[config.mk]
export PLATFORM = sky130hd
export DESIGN_NAME = acc_readout_tx
export DESIGN_NICKNAME = d
export VERILOG_FILES = /design/src/rtl/acc_readout_tx.sv
export SDC_FILE = /design/constraint.sdc
export NUM_CORES = 1
export LEC_CHECK = 0
export BUFFER_PORTS_ARGS = -buffer_cell sky130_fd_sc_hd__buf_2
export CAP_MARGIN = 20
export CORE_MARGIN = 10
export CORE_UTILIZATION = 58
export CTS_CLUSTER_SIZE = 40
export DETAILED_ROUTE_END_ITERATION = 8
export GPL_ROUTABILITY_DRIVEN = 1
export PLACE_DENSITY = 0.93
export SLEW_MARGIN = 20
export SYNTH_ARGS = -nofsm -noshare
export SYNTH_HDL_FRONTEND = slang
export SYNTH_SLANG_ARGS = --single-unit
[constraint.sdc]
create_clock -name clk -period 5.1 [get_ports clk]
set_clock_uncertainty 0.1 [all_clocks]
set_input_delay 0.765 -clock clk [delete_from_list [all_inputs] [get_ports clk]]
set_output_delay 0.765 -clock clk [all_outputs]
set_load 0.05 [all_outputs]
[src/rtl/acc_readout_tx.sv]
// Serial readout transmitter: captures the accumulator value on request and sends
// start, 8 data bits LSB-first, even parity and stop, each held CLKS_PER_BIT cycles.
module acc_readout_tx #(
  parameter int unsigned WIDTH        = 8,
  parameter int unsigned CLKS_PER_BIT = 4
) (
  input  logic             clk,
  input  logic             reset,
  input  logic [WIDTH-1:0] acc_data,
  input  logic             rd_req,
  output logic             rd_ack,
  output logic             busy,
  output logic             txd,
  output logic             done
);

  localparam int unsigned CntW = (CLKS_PER_BIT > 1) ? $clog2(CLKS_PER_BIT) : 1;
  localparam int unsigned IdxW = $clog2(WIDTH);
  localparam logic [CntW-1:0] CntMax = CntW'(CLKS_PER_BIT - 1);
  localparam logic [IdxW-1:0] IdxMax = IdxW'(WIDTH - 1);

  typedef enum logic [2:0] {StIdle, StStart, StData, StParity, StStop} state_e;

  state_e           state_q, state_d;
  logic [CntW-1:0]  cnt_q, cnt_d;
  logic [IdxW-1:0]  idx_q, idx_d;
  logic [WIDTH-1:0] shift_q, shift_d;
  logic             parity_q, parity_d;
  logic             txd_q, txd_d;
  logic             busy_q, busy_d;
  logic             rd_ack_q, rd_ack_d;
  logic             done_q, done_d;
  logic             bit_end;

  always_comb begin
    state_d  = state_q;
    cnt_d    = cnt_q;
    idx_d    = idx_q;
    shift_d  = shift_q;
    parity_d = parity_q;
    bit_end  = (cnt_q == CntMax);

    if (state_q != StIdle) begin
      cnt_d = bit_end ? '0 : cnt_q + 1'b1;
    end

    unique case (state_q)
      StIdle: begin
        if (rd_req) begin
          state_d  = StStart;
          shift_d  = acc_data;
          parity_d = ^acc_data;
          cnt_d    = '0;
          idx_d    = '0;
        end
      end
      StStart: begin
        if (bit_end) state_d = StData;
      end
      StData: begin
        if (bit_end) begin
          if (idx_q == IdxMax) begin
            state_d = StParity;
          end else begin
            idx_d   = idx_q + 1'b1;
            shift_d = shift_q >> 1;
          end
        end
      end
      StParity: begin
        if (bit_end) state_d = StStop;
      end
      StStop: begin
        if (bit_end) begin
          state_d = StIdle;
          idx_d   = '0;
        end
      end
      default: state_d = StIdle;
    endcase

    // Outputs are registered, so they are derived from the state being entered.
    busy_d   = (state_d != StIdle);
    rd_ack_d = (state_q == StIdle) && (state_d == StStart);
    done_d   = (state_q == StStop) && (state_d == StIdle);
    unique case (state_d)
      StStart:  txd_d = 1'b0;
      StData:   txd_d = shift_d[0];
      StParity: txd_d = parity_d;
      default:  txd_d = 1'b1;
    endcase
  end

  always_ff @(posedge clk) begin
    if (reset) begin
      state_q  <= StIdle;
      cnt_q    <= '0;
      idx_q    <= '0;
      shift_q  <= '0;
      parity_q <= 1'b0;
      txd_q    <= 1'b1;
      busy_q   <= 1'b0;
      rd_ack_q <= 1'b0;
      done_q   <= 1'b0;
    end else begin
      state_q  <= state_d;
      cnt_q    <= cnt_d;
      idx_q    <= idx_d;
      shift_q  <= shift_d;
      parity_q <= parity_d;
      txd_q    <= txd_d;
      busy_q   <= busy_d;
      rd_ack_q <= rd_ack_d;
      done_q   <= done_d;
    end
  end

  assign txd    = txd_q;
  assign busy   = busy_q;
  assign rd_ack = rd_ack_q;
  assign done   = done_q;

endmodule

# Word level (Yosys, flattened, before mapping)
# Cells that the tools add are included.
[classes]
addsub = 2
n_eq_ne = 13
muxes = 23
n_reduce_logical = 11
[ops]
columns = ["cell", "n"]
rows = [
  ["two-way mux 3 bit", 10],
  ["two-way mux 8 bit", 3],
  ["case mux 8 bit (2 select lines)", 1],
  ["case mux 3 bit (5 select lines)", 1],
  ["== test 3 x 2 -> 1 bit, second input constant", 4],
  ["case mux 3 bit (3 select lines)", 1],
  ["nonzero test 3 bit", 3],
  ["two-way mux 2 bit", 4],
  ["!= test 2 bit, second input constant", 4],
  ["parity 8 bit", 1],
  ["== test 3 x 1 -> 1 bit, second input constant", 2],
  ["== test 3 bit, second input constant", 2],
  ["zero test 3 bit", 2],
  ["AND reduction 5 bit", 1],
  ["AND reduction 4 bit", 1],
  ["adder 3 x 1 -> 3 bit, second input constant", 1],
  ["case mux 1 bit (3 select lines)", 1],
  ["adder 2 x 1 -> 2 bit, second input constant", 1],
  ["== test 2 bit, second input constant", 1],
  ["logical AND 1 bit", 2],
  ["two-way mux 1 bit", 2],
  ["nonzero test 2 bit", 1],
]
[word_totals]
ff_bits = 21
inputBits = 11
output_inout_bits = 4
word_cells = 59

# Depth between registers and ports, before layout
# Gate-level depths: netlist of the first run.
[logic_depth]
word_depth = 6
mapped_depth = 7
depth_no_buf = 7

# Least setup slack after synthesis of the first run
# No wires, ideal clock.
[synth_path]
path_kind = "input to register"
startpoint = "in rd_req"
endpoint = "reg txd_q (netlist: txd)"
setup_time_ns = 0.139
t_arrival_ns = 1.523
required_ns = 4.861
slack_ns = 3.338
cell_stages = 5
n_path_buf = 0
path_cell_list = "nand2b_4 -> o21ai_2 -> nand2_2 -> a222oi_1 -> o221ai_1"
[synth_via]
elab_chain_len = 4
word_cells_on_any_way = 10
[synth_lines]
columns = ["element", "line", "source"]
rows = [
  ["from (decl)", "10", "input logic rd_req,"],
  ["two-way mux 3 bit", "49", "if (rd_req) begin"],
  ["case mux 3 bit (5 select lines)", "47", "unique case (state_q)"],
  ["== test 3 x 2 -> 1 bit or == test 3 x 1 -> 1 bit (tied branches)", "86", "unique case (state_d)"],
  ["case mux 1 bit (3 select lines) (*)", "86", ""],
  ["to (signal assigned)", "111", "txd_q <= txd_d;"],
  ["to (decl)", "29", "logic txd_q, txd_d;"],
]
# Every way passes the cells marked *; elsewhere a longest branch is shown, timed or not. The select of a mux whose other input is x is not followed.
# A chain may end at the register's enable or synchronous reset.

# Worst setup path after layout of the first run
[layout_path]
startpoint = "reg idx_q[0]"
endpoint = "reg txd_q (netlist: txd)"
[layout_via]
elab_chain_len = 6
word_cells_on_any_way = 11
[layout_lines]
columns = ["element", "line", "source"]
rows = [
  ["from (decl)", "26", "logic [IdxW-1:0] idx_q, idx_d;"],
  ["from (signal assigned)", "108", "idx_q <= idx_d;"],
  ["== test 3 bit (*)", "62", "if (idx_q == IdxMax) begin"],
  ["two-way mux 3 bit", "62", ""],
  ["two-way mux 3 bit", "61", "if (bit_end) begin"],
  ["case mux 3 bit (5 select lines)", "47", ""],
  ["== test 3 x 2 -> 1 bit or == test 3 x 1 -> 1 bit (tied branches)", "86", ""],
  ["case mux 1 bit (3 select lines) (*)", "86", ""],
]
# Marked as above.

==> results of run 1 <==
-- stage by stage --
stage	area (sq um)	util (%)
after floorplan	995	-
after global placement	1050	67.7
after detailed placement	1050	67.7
after CTS	1080	69.3
after global routing	1080	69.3
final	1080	69.3
-- worst register-to-register path: cells and delay by family, from the launching register on --
family / cells / cell delay [ps]
and+or+nand+nor: 1 / 130
adders and majority gates: 2 / 460
AOI/OAI and AO/OA: 3 / 780
DFF: 1 / 340
-- cell type report --
cell class | count | share of cell area, %
Multi-Input combinational cell | 73 | 49.3
Tap cell | 16 | 1.85
Clock buffer | 4 | 2.43
Timing Repair Buffer | 14 | 6.48
Sequential cell | 21 | 38.9
Inverter | 3 | 1.04
-- power by group --
part | internal, mW | switching (mW)
sequential | 0.172 | 0.00551
combinational | 0.0213 | 0.0279
clock | 0.0305 | 0.0477
-- cell usage in the layout (no fill, tap or decap), drive strengths merged --
| cell | n |
|---|---|
| o221ai | 1 |
| nor2 | 15 |
| ha | 3 |
| nand3b | 1 |
| nand2 | 4 |
| or3 | 1 |
| nor2b | 3 |
| a21oi | 4 |
| clkbuf | 4 |
| dfxtp | 21 |
| a22oi | 1 |
| a222oi | 7 |
| nand2b | 7 |
| o21ai | 2 |
| nand3 | 2 |
| nor3b | 2 |
| nor4 | 2 |
| nand4 | 2 |
| inv | 3 |
| o32a | 1 |
| a31oi | 3 |
| a211oi | 1 |
| xnor2 | 8 |
| nor3 | 3 |
| buf | 14 |
-- worst max-delay path by stage --
stage,end,cells after the start,from,slack [ps]
floorplan,txd$_SDFF_PP1_,5,rd_req,3340
global placement,txd$_SDFF_PP1_,6,rd_req,3150
detailed placement,txd$_SDFF_PP1_,6,rd_req,3090
CTS,txd$_SDFF_PP1_,6,idx_q[0]$_SDFFE_PP0P_,3160
global route,txd$_SDFF_PP1_,6,cnt_q[0]$_SDFF_PP0_,2970
finish,txd$_SDFF_PP1_,6,idx_q[0]$_SDFFE_PP0P_,3170
-- cell families after synthesis --
group                      synth area share, %
AOI/OAI and AO/OA                         15.8
DFF                                       42.3
adders and majority gates                 3.77
buffers and inverters                     4.15
xor gates and xnor gates                  7.04
and+or+nand+nor                           26.9
-- flip-flops by register name (all words and copies together), names as in the netlist --
| register | count |
|---|---|
| cnt_q | 2 |
| idx_q | 3 |
| busy | 1 |
| rd_ack | 1 |
| txd | 1 |
| done | 1 |
| shift_q | 8 |
| parity_q | 1 |
| state_q | 3 |
-- per-layer routing --
metal  routed length, microns  global-route usage (%)  part of all wire (%)
met5                        0                       0                     0
met4                       47                    8.28                   2.5
met3                      100                    3.09                   5.4
met2                      864                    17.0                    46
met1                      848                    13.2                    46
==> reports/metrics.yaml, run 1 <==
critical_path.max_stage_delay_ps: 440
grt_pass1_wl_microns: 3210
ys_warn_count: 0
period_share_pct: 37.9
synth_cell_types: 32
io_pins: 15
multi_input_area_sq_um: 533
hp-start: "idx_q[2]$_SDFFE_PP0P_"
cellLeakagePower_nw: 0.418
die_area_sq_um: 3770
r2r_end: "txd$_SDFF_PP1_"
clockBufferDepth: 2
synth_seq_cells: 21
status: "complete, no violations"
r2r_slack_ps: 3170
numClockSinks: 21
initial_core_util_pct: 63.8
num_rows: 14
rr_startpoint: "idx_q[0]$_SDFFE_PP0P_"
end_kind: "register"
drt_iter0_markers: 32
cts_tree: "built"
drt-total-wl_microns: 1860
critPathSlowestCell: "a222oi_1"
synth_nets: 116
vdd_drop_max_v: 0.000188
worst_slack_ps: 3170
setup_viol: 0
avgSynthCellArea_sq_um: 9.75
core_sq_um: 1560
netlist_top_cells_area: "dfxtp_1 42%, a222oi_1 7.0%, xnor2_1 7.0%"
cts_resized: 0
gp_congestion: 0.775
root_buffer: "clkbuf_4"
clk_pin_slew_ps: 110
clk_latency_ps: 300
wl_per_cell_microns: 14.2
drive_gt1_share_pct: 21.7
yosysTopAreaCell: "dfxtp_1"
yosys.area.top_type_share_pct: 42.3
nets: 130
holdPathEnd: "idx_q[2]$_SDFFE_PP0P_"
grt_max_degree: 21
p_per_area_nw_per_um2: 282
post_cts_buffers: 0
power_mw: 0.305
cpLargestDelayFamily: "compound AO/OA/AOI/OAI gates"
reg2regPathDepth: 6
relSlewSlack_pct: 61.3
place_hpwl_microns: 1440
worstMarginPinSlew_ps: 580
tns_ps: 0
gr-usage-all-layers_pct: 11.2
crit_chain: "ha_1 > ha_1 > o21ai_2 > nand2_2 > a222oi_1 > o221ai_1"
crit_top_cell: "ha_1"
die-width_microns: 61.4
slew_violations: 0
cts_hold_buffers: 0
fillers: 120
hold_slack_ps: 381
ys.flop_type: "dfxtp_1"
antenna_found_initial: 0
port_buffers: 14
vias_per_cell: 6.01
finalCriticalPeriod_ps: 1930
area_delta_synth_final_pct: 8.68
dp.cells: 127
synth_common_cells: "21 x dfxtp_1, 14 x nor2_1, 8 x xnor2_1"
num_vias: 787
async_flop_share_pct: 0
htreeDepth: 1
synthCells: 102
ant_nets: 0
crit_buf_inv: 0
yosysMostFrequentCell: "dfxtp_1"
seqCellArea_sq_um: 420
worstPathMaxFanout: 8
hold_path_class: "reg -> reg"
critPathArrivalTime_ps: 2010
grt_pass1_vias: 752
fmax_mhz: 517
diodes: 0
layoutNonFillerInstCount: 131
cts_buffers: 3
drc_errors: 0
min_path_cells: 2
overflow: 0
maxCapViolCount: 0
worstPathRequired_ps: 5180
critPathLaunchType: "register"
synth_area_sq_um: 995
rsz0062_at_grt: "no"
path_class: "reg -> reg"
ys_seq_area_share_pct: 42.3
final_hold_viol_count: 0
post-place-ws_ps: 3090
first_pass_iters: 4
synth_edf_count: 0
chipHeight_microns: 61.4
Note: power is estimated with default switching activity, not from simulation.
==> inputs of run 2 (changes only) <==
--- a/config.mk
+++ b/config.mk
@@ -8,11 +8,11 @@
 export BUFFER_PORTS_ARGS = -buffer_cell sky130_fd_sc_hd__buf_2
 export CAP_MARGIN = 20
 export CORE_MARGIN = 10
-export CORE_UTILIZATION = 58
+export CORE_UTILIZATION = 49
 export CTS_CLUSTER_SIZE = 40
 export DETAILED_ROUTE_END_ITERATION = 8
 export GPL_ROUTABILITY_DRIVEN = 1
-export PLACE_DENSITY = 0.93
+export PLACE_DENSITY = 0.85
 export SLEW_MARGIN = 20
 export SYNTH_ARGS = -nofsm -noshare
 export SYNTH_HDL_FRONTEND = slang
==> constraint.sdc (replaced) <==
create_clock -name clk -period 1.7 [get_ports clk]
set_clock_uncertainty 0.1 [all_clocks]
set_input_delay 0.255 -clock clk [delete_from_list [all_inputs] [get_ports clk]]
set_output_delay 0.255 -clock clk [all_outputs]
set_load 0.05 [all_outputs]
==> reports/metrics.yaml, run 2 (same netlist as run 1, synthesis figures left out) <==
cts_tree: "built"
port_buffers: 14
die_area_sq_um: 4230
cellLeakagePower_nw: 0.477
cpLargestDelayFamily: "compound AO/OA/AOI/OAI gates"
htreeDepth: 1
grt_max_degree: 21
crit_chain: "ha_4 > ha_4 > nor3b_1 > o21ai_1 > a21oi_2 > nand4_1 > a21oi_2"
hold_slack_ps: 121
root_buffer: "clkbuf_4"
top_regs: "shift_q (8), idx_q (3), state_q (3)"
nets: 142
die-width_microns: 65.1
first_pass_iters: 5
mostFrequentLayoutCell: "dfxtp_1"
p_per_area_nw_per_um2: 749
overflow: 0
period_share_pct: 99.5
drive_gt1_share_pct: 38.6
hold_path_class: "in -> reg"
rsz0062_at_grt: "yes"
worstPathMaxFanout: 5
regMostFlops: "shift_q"
dp.cells: 149
clk_pin_slew_ps: 110
setup_viol: 0
layoutNonFillerInstCount: 154
final_hold_viol_count: 0
critical_path.max_stage_delay_ps: 350
clk_latency_ps: 310
end_kind: "register"
seqCellArea_sq_um: 430
gr-usage-all-layers_pct: 10.4
drt-total-wl_microns: 2150
vias_per_cell: 5.44
critPathArrivalTime_ps: 1830
finalCriticalPeriod_ps: 1690
initial_core_util_pct: 51.2
gp_congestion: 0.790
multi_input_area_sq_um: 582
worstMarginPinSlew_ps: 388
slew_violations: 0
ant_nets: 0
cts_buffers: 3
maxCapViolCount: 0
area_delta_synth_final_pct: 26.3
path_class: "reg -> reg"
fmax_mhz: 591
drc_errors: 0
fillers: 167
diodes: 0
chipHeight_microns: 65.1
crit_buf_inv: 0
status: "complete, no violations"
clockBufferDepth: 2
critPathSlowestCell: "dfxtp_2"
worstPathRequired_ps: 1840
grt_pass1_vias: 866
relSlewSlack_pct: 74.0
io_pins: 15
critPathLaunchType: "register"
place_hpwl_microns: 1580
num_vias: 838
drt_iter0_markers: 51
antenna_found_initial: 0
vdd_drop_max_v: 0.000549
numClockSinks: 21
grt_pass1_wl_microns: 3660
r2r_slack_ps: 8
largest_reg_flops: 8
num_rows: 16
mostFrequentLayoutCells: "15 x dfxtp_1, 14 x nor2_1, 14 x buf_2, 11 x buf_4, 8 x xnor2_1"
core_sq_um: 1940
wl_per_cell_microns: 14.0
-- run 2: cell types whose count changed in the layout (fill, tap and decap cells not counted), sizes merged --
cell | before | now
buf | 14 | 26
-- run 2: tightest hold or removal path, stage by stage --
cell and delay [ps]:
buf_2 100, a22oi_1 60, nor2_1 80
-- run 2: what timing repair did --
action	4_1_cts	5_1_grt
setup endpoints to repair	10	11
buffers inserted	1	0
hold buffers	0	0
pin swaps	4	10
gates resized for setup	7	9
-- run 2: layout make-up --
cell class                 instances  share of cell area [%]
tap                               27                    2.69
clock buffer                       4                    2.09
sequential                        21                    34.3
multi-input combinational         73                    46.3
timing repair buffer              26                    13.7
inverter                           3                   0.896
-- run 2: path summary, 6_finish.rpt --
check                                from                      end  cells past startpoint
setup / recovery    idx_q[0]$_SDFFE_PP0P_    idx_q[1]$_SDFFE_PP0P_                      7
hold / removal                acc_data[7]  shift_q[7]$_SDFFE_PP0P_                      3
setup reg to reg    idx_q[0]$_SDFFE_PP0P_    idx_q[1]$_SDFFE_PP0P_                      7
hold reg to reg   shift_q[3]$_SDFFE_PP0P_  shift_q[2]$_SDFFE_PP0P_                      2
-- run 2: routing by layer --
metal	up-vias	part of all wire (%)	global-route usage (%)	routed length, microns
met3	6	5.7	3.26	122
met1	382	42	11.9	903
li1	422	-	-	-
met4	0	2.7	3.21	59
met5	-	0	0	0
met2	28	50	17.9	1070
-- run 2: power breakdown --
| part | internal, mW | total, mW | switching, mW |
|---|---|---|---|
| registers | 0.515 | 0.531 | 0.0155 |
| clock network | 0.0917 | 0.241 | 0.150 |
| logic | 0.0781 | 0.169 | 0.0907 |
| total | 0.685 | 0.941 | 0.256 |
-- run 2: stage by stage --
stage | power (mW) | TNS, ps | area (sq um) | setup slack, ps | utilization [%]
6_report | 0.941 | 0 | 1260 | 8.09 | 64.7
5_1_grt | 0.980 | -242 | 1260 | -97.9 | 64.7
4_1_cts | 0.945 | 0 | 1230 | 6.56 | 63.4
3_5_place_dp | 0.707 | -55.4 | 1170 | -39.3 | 60.1
3_3_place_gp | 0.701 | 0 | 1170 | 29.6 | 60.1
2_1_floorplan | 0.654 | 0 | 997 | 11.7 | -
